**config.mk**
```make
export PLATFORM = sky130hd
export DESIGN_NAME = systolic_ws_engine_flat
export DESIGN_NICKNAME = d
export VERILOG_FILES = /design/src/rtl/systolic_ws_engine_pkg.sv /design/src/rtl/systolic_ws_engine_if.sv /design/src/rtl/skew_line.sv /design/src/rtl/systolic_ws_engine.sv /design/src/flat_wrapper.sv
export SDC_FILE = /design/constraint.sdc
export NUM_CORES = 2
export LEC_CHECK = 0
export ABC_AREA = 1
export CORE_ASPECT_RATIO = 0.7
export CORE_MARGIN = 2
export CORE_UTILIZATION = 55
export DETAILED_ROUTE_END_ITERATION = 7
export PLACE_DENSITY = 0.72
export REMOVE_ABC_BUFFERS = 1
export SLEW_MARGIN = 15
export SYNTH_ARGS = -nofsm -noshare
export SYNTH_HDL_FRONTEND = slang
export SYNTH_SLANG_ARGS = --single-unit
```
**constraint.sdc**
```tcl
create_clock -name clk -period 47.7 [get_ports clk]
set_input_delay 9.54 -clock clk [delete_from_list [all_inputs] [get_ports clk]]
set_output_delay 9.54 -clock clk [all_outputs]
set_load 0.01 [all_outputs]
```
**src/rtl/systolic_ws_engine_pkg.sv**
```systemverilog
// Shared types, default widths and arithmetic helper for the weight-stationary engine.
package systolic_pkg;

    typedef enum logic [1:0] {
        IDLE,
        LOAD,
        COMPUTE,
        DRAIN
    } state_e;

    localparam int DEF_M      = 4;
    localparam int DEF_N      = 4;
    localparam int DEF_A_W    = 8;
    localparam int DEF_B_W    = 8;
    localparam int DEF_C_W    = 32;
    localparam int DEF_KLEN_W = 16;

    // Full-precision signed product; callers truncate to their partial-sum width.
    function automatic logic [63:0] mul_ext(input int a, input int b);
        return 64'(longint'(a) * longint'(b));
    endfunction

endpackage

```
**src/rtl/systolic_ws_engine_if.sv**
```systemverilog
// Weight, activation and result streams of the engine, each a valid/ready handshake.
interface systolic_ws_engine_if
    import systolic_pkg::*;
#(
    parameter int M   = DEF_M,
    parameter int N   = DEF_N,
    parameter int A_W = DEF_A_W,
    parameter int B_W = DEF_B_W,
    parameter int C_W = DEF_C_W
);
    logic               w_valid;
    logic               w_ready;
    logic [N*A_W-1:0]   w_data;
    logic               a_valid;
    logic               a_ready;
    logic [M*B_W-1:0]   a_data;
    logic               out_valid;
    logic               out_ready;
    logic [N*C_W-1:0]   out_data;

    modport master (
        output w_valid, w_data, a_valid, a_data, out_ready,
        input  w_ready, a_ready, out_valid, out_data
    );

    modport slave (
        input  w_valid, w_data, a_valid, a_data, out_ready,
        output w_ready, a_ready, out_valid, out_data
    );
endinterface

```
**src/rtl/skew_line.sv**
```systemverilog
// Enable-gated delay line carrying a valid bit alongside the data; DEPTH=0 is a plain wire.
module skew_line #(
    parameter int W     = 8,
    parameter int DEPTH = 0
) (
    input  logic         clk,
    input  logic         rst,
    input  logic         en,
    input  logic         valid_i,
    input  logic [W-1:0] data_i,
    output logic         valid_o,
    output logic [W-1:0] data_o,
    output logic         any_valid_o
);
    if (DEPTH == 0) begin : g_wire
        logic unused_ok;
        assign unused_ok   = ^{clk, rst, en};
        assign valid_o     = valid_i;
        assign data_o      = data_i;
        assign any_valid_o = 1'b0;
    end else begin : g_shift
        logic [DEPTH-1:0] v_q;
        logic [W-1:0]     d_q [DEPTH];

        always_ff @(posedge clk) begin
            if (rst) begin
                v_q <= '0;
            end else if (en) begin
                v_q[0] <= valid_i;
                for (int k = 1; k < DEPTH; k++) v_q[k] <= v_q[k-1];
            end
        end

        always_ff @(posedge clk) begin
            if (en) begin
                d_q[0] <= data_i;
                for (int k = 1; k < DEPTH; k++) d_q[k] <= d_q[k-1];
            end
        end

        assign valid_o     = v_q[DEPTH-1];
        assign data_o      = d_q[DEPTH-1];
        assign any_valid_o = |v_q;
    end
endmodule

```
**src/rtl/systolic_ws_engine.sv**
```systemverilog
// Weight-stationary MxN systolic engine: streamed weight preload, internal skew/deskew,
// control FSM and a single global stall driven by the result handshake.
module systolic_ws_engine
    import systolic_pkg::*;
#(
    parameter int M      = DEF_M,
    parameter int N      = DEF_N,
    parameter int A_W    = DEF_A_W,
    parameter int B_W    = DEF_B_W,
    parameter int C_W    = DEF_C_W,
    parameter int KLEN_W = DEF_KLEN_W
) (
    input  logic              clk,
    input  logic              rst,
    input  logic              start,
    input  logic [KLEN_W-1:0] k_len,
    output logic              busy,
    output logic              done,
    systolic_ws_engine_if.slave bus
);
    localparam int ROW_W = (M > 1) ? $clog2(M) : 1;

    state_e            state_q, state_d;
    logic [ROW_W-1:0]  row_q, row_d;
    logic [KLEN_W-1:0] count_q, count_d, klen_q, klen_d;
    logic              w_loaded_q, w_loaded_d;
    logic              w_we, w_ready_c, a_ready_c, a_fire, stall, en, pipe_busy;
    logic              out_valid_q;
    logic [N*C_W-1:0]  out_data_q, out_data_d;

    logic signed [A_W-1:0] w_q      [M][N];
    logic signed [B_W-1:0] act_q    [M][N];
    logic [C_W-1:0]        psum_q   [M][N];
    logic [N-1:0]          v_q      [M];
    logic signed [B_W-1:0] skw_data [M];
    logic [M-1:0]          skw_v, skw_any;
    logic [C_W-1:0]        dsk_data [N];
    logic [N-1:0]          dsk_v, dsk_any;

    assign stall  = out_valid_q && !bus.out_ready;
    assign en     = !stall;
    assign a_fire = bus.a_valid && a_ready_c;

    always_comb begin
        // NOTE: every signal written here gets a default first so no latch can be inferred.
        state_d    = state_q;
        row_d      = row_q;
        count_d    = count_q;
        klen_d     = klen_q;
        w_loaded_d = w_loaded_q;
        w_ready_c  = 1'b0;
        a_ready_c  = 1'b0;
        w_we       = 1'b0;
        done       = 1'b0;
        case (state_q)
            IDLE: begin
                if (bus.w_valid) begin
                    state_d = LOAD;
                end else if (start && w_loaded_q) begin
                    klen_d  = k_len;
                    count_d = '0;
                    state_d = (k_len == '0) ? DRAIN : COMPUTE;
                end
            end
            LOAD: begin
                w_ready_c = 1'b1;
                if (bus.w_valid) begin
                    w_we = 1'b1;
                    if (row_q == ROW_W'(M - 1)) begin
                        row_d      = '0;
                        w_loaded_d = 1'b1;
                        state_d    = IDLE;
                    end else begin
                        row_d = row_q + 1'b1;
                    end
                end
            end
            COMPUTE: begin
                a_ready_c = !stall;
                if (bus.a_valid && !stall) begin
                    count_d = count_q + 1'b1;
                    if (count_d == klen_q) state_d = DRAIN;
                end
            end
            DRAIN: begin
                if (!pipe_busy) begin
                    done    = 1'b1;
                    state_d = IDLE;
                end
            end
            default: state_d = IDLE;
        endcase
    end

    always_ff @(posedge clk) begin
        // NOTE: sequential state is updated with non-blocking assignments only.
        if (rst) begin
            state_q    <= IDLE;
            row_q      <= '0;
            count_q    <= '0;
            klen_q     <= '0;
            w_loaded_q <= 1'b0;
        end else begin
            state_q    <= state_d;
            row_q      <= row_d;
            count_q    <= count_d;
            klen_q     <= klen_d;
            w_loaded_q <= w_loaded_d;
        end
    end

    // NOTE: weight storage has no reset; w_loaded_q alone decides whether it may be used.
    always_ff @(posedge clk) begin
        if (w_we) begin
            for (int j = 0; j < N; j++) w_q[row_q][j] <= bus.w_data[j*A_W +: A_W];
        end
    end

    for (genvar i = 0; i < M; i++) begin : g_skew
        skew_line #(.W(B_W), .DEPTH(i)) u_skew (
            .clk, .rst, .en,
            .valid_i     (a_fire),
            .data_i      (bus.a_data[i*B_W +: B_W]),
            .valid_o     (skw_v[i]),
            .data_o      (skw_data[i]),
            .any_valid_o (skw_any[i])
        );
    end

    // Activations move east, partial sums move south; the valid bit rides with the activation.
    for (genvar i = 0; i < M; i++) begin : g_row
        for (genvar j = 0; j < N; j++) begin : g_col
            logic signed [B_W-1:0] a_in;
            logic [C_W-1:0]        p_in, prod;
            logic                  v_in;

            if (j == 0) begin : g_west
                assign a_in = skw_data[i];
                assign v_in = skw_v[i];
            end else begin : g_inner
                assign a_in = act_q[i][j-1];
                assign v_in = v_q[i][j-1];
            end

            if (i == 0) begin : g_top
                assign p_in = '0;
            end else begin : g_below
                assign p_in = psum_q[i-1][j];
            end

            assign prod = C_W'(mul_ext(int'(a_in), int'(w_q[i][j])));

            always_ff @(posedge clk) begin
                if (rst)     v_q[i][j] <= 1'b0;
                else if (en) v_q[i][j] <= v_in;
            end

            always_ff @(posedge clk) begin
                if (en) begin
                    act_q[i][j]  <= a_in;
                    psum_q[i][j] <= p_in + prod;
                end
            end
        end
    end

    for (genvar j = 0; j < N; j++) begin : g_deskew
        skew_line #(.W(C_W), .DEPTH(N - 1 - j)) u_deskew (
            .clk, .rst, .en,
            .valid_i     (v_q[M-1][j]),
            .data_i      (psum_q[M-1][j]),
            .valid_o     (dsk_v[j]),
            .data_o      (dsk_data[j]),
            .any_valid_o (dsk_any[j])
        );
        assign out_data_d[j*C_W +: C_W] = dsk_data[j];
    end

    always_comb begin
        pipe_busy = out_valid_q || (|skw_any) || (|dsk_any);
        for (int i = 0; i < M; i++) pipe_busy = pipe_busy || (|v_q[i]);
    end

    always_ff @(posedge clk) begin
        if (rst) begin
            out_valid_q <= 1'b0;
            out_data_q  <= '0;
        end else if (en) begin
            out_valid_q <= &dsk_v;
            if (&dsk_v) out_data_q <= out_data_d;
        end
    end

    assign bus.w_ready   = w_ready_c;
    assign bus.a_ready   = a_ready_c;
    assign bus.out_valid = out_valid_q;
    assign bus.out_data  = out_data_q;
    assign busy          = (state_q != IDLE);
endmodule

```
**src/flat_wrapper.sv**
```systemverilog
// flat-port wrapper written by rule: the top's interface ports become plain ports
module systolic_ws_engine_flat import systolic_pkg::*;
#(
    parameter int M      = DEF_M,
    parameter int N      = DEF_N,
    parameter int A_W    = DEF_A_W,
    parameter int B_W    = DEF_B_W,
    parameter int C_W    = DEF_C_W,
    parameter int KLEN_W = DEF_KLEN_W
)
  (clk, rst, start, k_len, busy, done, bus_w_valid, bus_w_data, bus_a_valid, bus_a_data, bus_out_ready, bus_w_ready, bus_a_ready, bus_out_valid, bus_out_data);
  systolic_ws_engine_if #(.M(M), .N(N), .A_W(A_W), .B_W(B_W), .C_W(C_W)) bus_i ();
  input  logic clk;
  input  logic rst;
  input  logic start;
  input  logic [KLEN_W-1:0] k_len;
  output logic busy;
  output logic done;
  input wire logic [$bits(bus_i.w_valid)-1:0] bus_w_valid;
  input wire logic [$bits(bus_i.w_data)-1:0] bus_w_data;
  input wire logic [$bits(bus_i.a_valid)-1:0] bus_a_valid;
  input wire logic [$bits(bus_i.a_data)-1:0] bus_a_data;
  input wire logic [$bits(bus_i.out_ready)-1:0] bus_out_ready;
  output wire logic [$bits(bus_i.w_ready)-1:0] bus_w_ready;
  output wire logic [$bits(bus_i.a_ready)-1:0] bus_a_ready;
  output wire logic [$bits(bus_i.out_valid)-1:0] bus_out_valid;
  output wire logic [$bits(bus_i.out_data)-1:0] bus_out_data;
  assign bus_i.w_valid = bus_w_valid;
  assign bus_i.w_data = bus_w_data;
  assign bus_i.a_valid = bus_a_valid;
  assign bus_i.a_data = bus_a_data;
  assign bus_i.out_ready = bus_out_ready;
  assign bus_w_ready = bus_i.w_ready;
  assign bus_a_ready = bus_i.a_ready;
  assign bus_out_valid = bus_i.out_valid;
  assign bus_out_data = bus_i.out_data;
  systolic_ws_engine #(.M(M), .N(N), .A_W(A_W), .B_W(B_W), .C_W(C_W), .KLEN_W(KLEN_W)) u_core (.clk(clk), .rst(rst), .start(start), .k_len(k_len), .busy(busy), .done(done), .bus(bus_i));
endmodule
```
==> key figures <==
Run status
  • Status: complete, no violations

Timing
  • Post-route clock period utilization: 43.0%
  • RSZ-0062 raised after global routing: false
  • Peak Freq: just under 50 MHz
  • Final TNS setup: 0 ns
  • Setup violators final: 0
  • Fin crit period: 20.52 ns
  • Slew margin rel.: 23.1%
  • Layout Skew: 0.0643 ns
  • Worst slew pin tran: 1.15 ns
  • Final Hold Fails: 0
  • Setup WS post-layout: 27.18 ns
  • Slew Limit Fails: 0

Routing
  • Routed Antenna Nets: 0
  • Pre-antenna DRT Iters: 6
  • Drt drc: 0
  • Drt wl/cell: 16.6 µm
  • Via count: 65,400
  • Number of DRC markers in iteration 0: between 5,000 and 6,000
  • DR vias/cell: ~5.2
  • Post-Route WL: 209,000 µm

Global routing
  • Number of global-route vias before repair: 65,300
  • First-pass GRT wire length: 343,000 µm
  • GRT Total Usage: 24.8%
  • Initial antenna violation count: 15
  • Largest net degree at the start of global routing: 97
  • Total congestion overflow: 0

Critical path
  • Reg2reg setup slack: 40.54 ns
  • WP data arrival: 10.98 ns
  • CP Launch Point: bus_out_ready
  • Startpoint class of the critical path: input pin
  • Largest stage delay, worst path: 0.50 ns
  • Crit path required time: 38.16 ns
  • Worst reg2reg path endpoint: u_core.psum_q[3][31]
  • Critical Path End Type: output port
  • R2R depth: 29
  • Crit-path max FO: 3
  • Reg-to-reg startpoint: u_core.w_q[3][2]
  • Slowest CP cell: clkdlybuf4s50_1
  • CP endpoint: bus_a_ready
  • Setup CP Type: input pin to output port
  • Worst-path cell chain: clkdlybuf4s50_1, nor2_1, nor2_1, clkdlybuf4s50_1

Cells and area
  • Fillers: 14,100
  • Util after Layout: 59.9%
  • Share of cells above drive strength 1: 2.67%
  • Register Area: between 0.03 and 0.04 mm²
  • Area of the multi-input gates: 0.0512 mm²
  • Nets: 12,000
  • Area grow syn2layout: 8.40%

Placement
  • GPL Wtd Cong: around 0.93
  • Pre-CTS setup slack: 27.18 ns
  • Hpwl dp: ~170,000 µm
  • PortBufs: 218

Logic synthesis
  • Synth unique cells: 52
  • Mapped cell area: 0.0929 mm²
  • Syn_area_per_cell: slightly above 9 µm²
  • Sequential-to-total area share from yosys stat: 33.8%
  • Cells after Synth: 10,200
  • Synth warnings: 0
  • FF+latch count, synth: 1,103

Floorplanning
  • Top Ports: 219
  • DIE WIDTH: 495 µm
  • Die area: roughly 0.17 mm²
  • Die Ht: 348 µm
  • Core ar.: around 0.17 mm²
  • Site row count: 126
  • Initial core utilization: 55.2%

Clock network
  • Postcts setup bufs: 0
  • Root buf cell: clkbuf_16
  • CTS tree: done
  • CTS buffer count: 111
  • Hold buffer count at CTS: 0
  • Longest Clk Path Bufs: 3
  • Clock Sinks: between 1,000 and 1,500
  • Post-CTS resize count: 0
  • H-tree levels: 3
  • Worst-path clk slew: 0.06 ns
  • Worst skew pair latency: just under 0.8 ns

Job
  • Max Cap Viol: 0

Hold path
  • Hold WC Path Type: flip-flop to flip-flop
==> logic make-up after synthesis <==
group,after synthesis,synth area share [%]
flip-flops,1103,33.8
buffers and inverters,2748,11.1
XOR/XNOR,552,5.22
adder cells (fa/ha/maj),1695,30.1
AND/OR/NAND/NOR,2930,12.6
AO/OA/AOI/OAI,1183,7.20
==> worst max-delay path, delay by kind of cell <==
family,cells,cell delay [ns]
simple gates,2,0.53
buf+inv,2,0.91
==> metrics by stage <==
stage                     std cells  hold slack (ns)  area, µm²
after global placement        12400            0.400      96900
after CTS                     12600            0.412     101000
after floorplan                9912            0.400      91800
after detailed placement      12400            0.405      96900
final                         12600            0.401     101000
after global routing          12600            0.419     101000
==> per-layer routing <==
layer / up-vias / global-route usage [%] / part of all wire (%)
li1: 31800 / - / -
met1: 31200 / 39.9 / 50
met2: 2190 / 34.6 / 40
met3: 216 / 5.12 / 9.1
met4: 0 / 4.13 / 1.4
met5: - / 0 / 0
==> placed cells by master (no fill, tap or decap), drive strengths merged, types with 218 or more instances in the layout <==
master,netlist,final
o21ai,409,409
a21oi,493,493
xor2,361,361
clkdlybuf4s50,0,218
nand2,1800,1800
ha,795,795
edfxtp,928,928
fa,900,900
nor2,748,748
inv,2448,2462
==> how the worst min path moves through the flow <==
stage | startpoint | slack (ns) | end | depth (start not counted)
3_3_place_gp | u_core.psum_q[3][122] | 0.40 | u_core.g_deskew[0].u_deskew.g_shift.d_q[0][26] | 0
2_1_floorplan | u_core.psum_q[3][96] | 0.40 | u_core.g_deskew[0].u_deskew.g_shift.d_q[0][0] | 0
4_1_cts | u_core.g_skew[3].u_skew.g_shift.d_q[0][10] | 0.41 | u_core.g_skew[3].u_skew.g_shift.d_q[0][18] | 0
5_1_grt | u_core.g_skew[3].u_skew.g_shift.d_q[0][10] | 0.42 | u_core.g_skew[3].u_skew.g_shift.d_q[0][18] | 0
3_5_place_dp | u_core.psum_q[3][108] | 0.40 | u_core.g_deskew[0].u_deskew.g_shift.d_q[0][12] | 0
6_report | u_core.g_skew[3].u_skew.g_shift.d_q[0][10] | 0.40 | u_core.g_skew[3].u_skew.g_shift.d_q[0][18] | 0
==> cell usage after synthesis (all sizes together) <==
cell | count | area (µm²)
inv | 2448 | 9190
nand2 | 1800 | 6770
edfxtp | 928 | 27900
fa | 900 | 18000
ha | 795 | 9950
nor2 | 748 | 2830
a21oi | 493 | 2480
o21ai | 409 | 2090
xor2 | 361 | 3160
clkbuf | 294 | 1100
nand3 | 195 | 981
xnor2 | 190 | 1660
dfxtp | 175 | 3500
a21o | 84 | 631
nor3 | 68 | 345
or2 | 44 | 275
nand4 | 43 | 269
a31oi | 38 | 238
o211ai | 24 | 180
o21a | 21 | 158
o21bai | 20 | 154
a21boi | 19 | 143
o2111ai | 18 | 158
nand3b | 15 | 113
nor4 | 14 | 87.6
o22ai | 11 | 68.8
a221oi | 10 | 87.6
a211oi | 9 | 67.6
o31ai | 8 | 70.1
o32ai | 8 | 70.1
o221ai | 7 | 61.3
buf | 5 | 23.8
and2 | 3 | 18.8
a311oi | 2 | 17.5
a32oi | 1 | 8.76
clkinv | 1 | 3.75
o221a | 1 | 11.3
xor3 | 1 | 23.8
==> registers in the layout (all words and copies together), names as in the netlist, 2 cells and up <==
name	cells
u_core.g_skew.u_skew.g_shift.v_q	3
u_core.state_q	2
u_core.row_q	2
u_core.klen_q	16
u_core.g_deskew.u_deskew.g_shift.d_q	192
u_core.w_q	128
u_core.g_skew.u_skew.g_shift.d_q	48
u_core.psum_q	448
u_core.act_q	96
u_core.v_q	16
u_core.bus.out_data	128
u_core.count_q	16
u_core.g_deskew.u_deskew.g_shift.v_q	5
==> final cells by class <==
| cell class | instances | area share, % |
|---|---|---|
| multi-input cells | 6360 | 50.9 |
| flip-flops and latches | 1103 | 31.2 |
| inverters | 2449 | 9.14 |
| clock buffers | 133 | 2.91 |
| well taps | 2240 | 2.78 |
| repair buffers | 237 | 2.31 |
| clock inverters | 75 | 0.805 |
| diodes | 3 | 0.00746 |
Power is not shown: default switching activity piles up to over one toggle a cycle in this logic, so the estimate is an artifact.
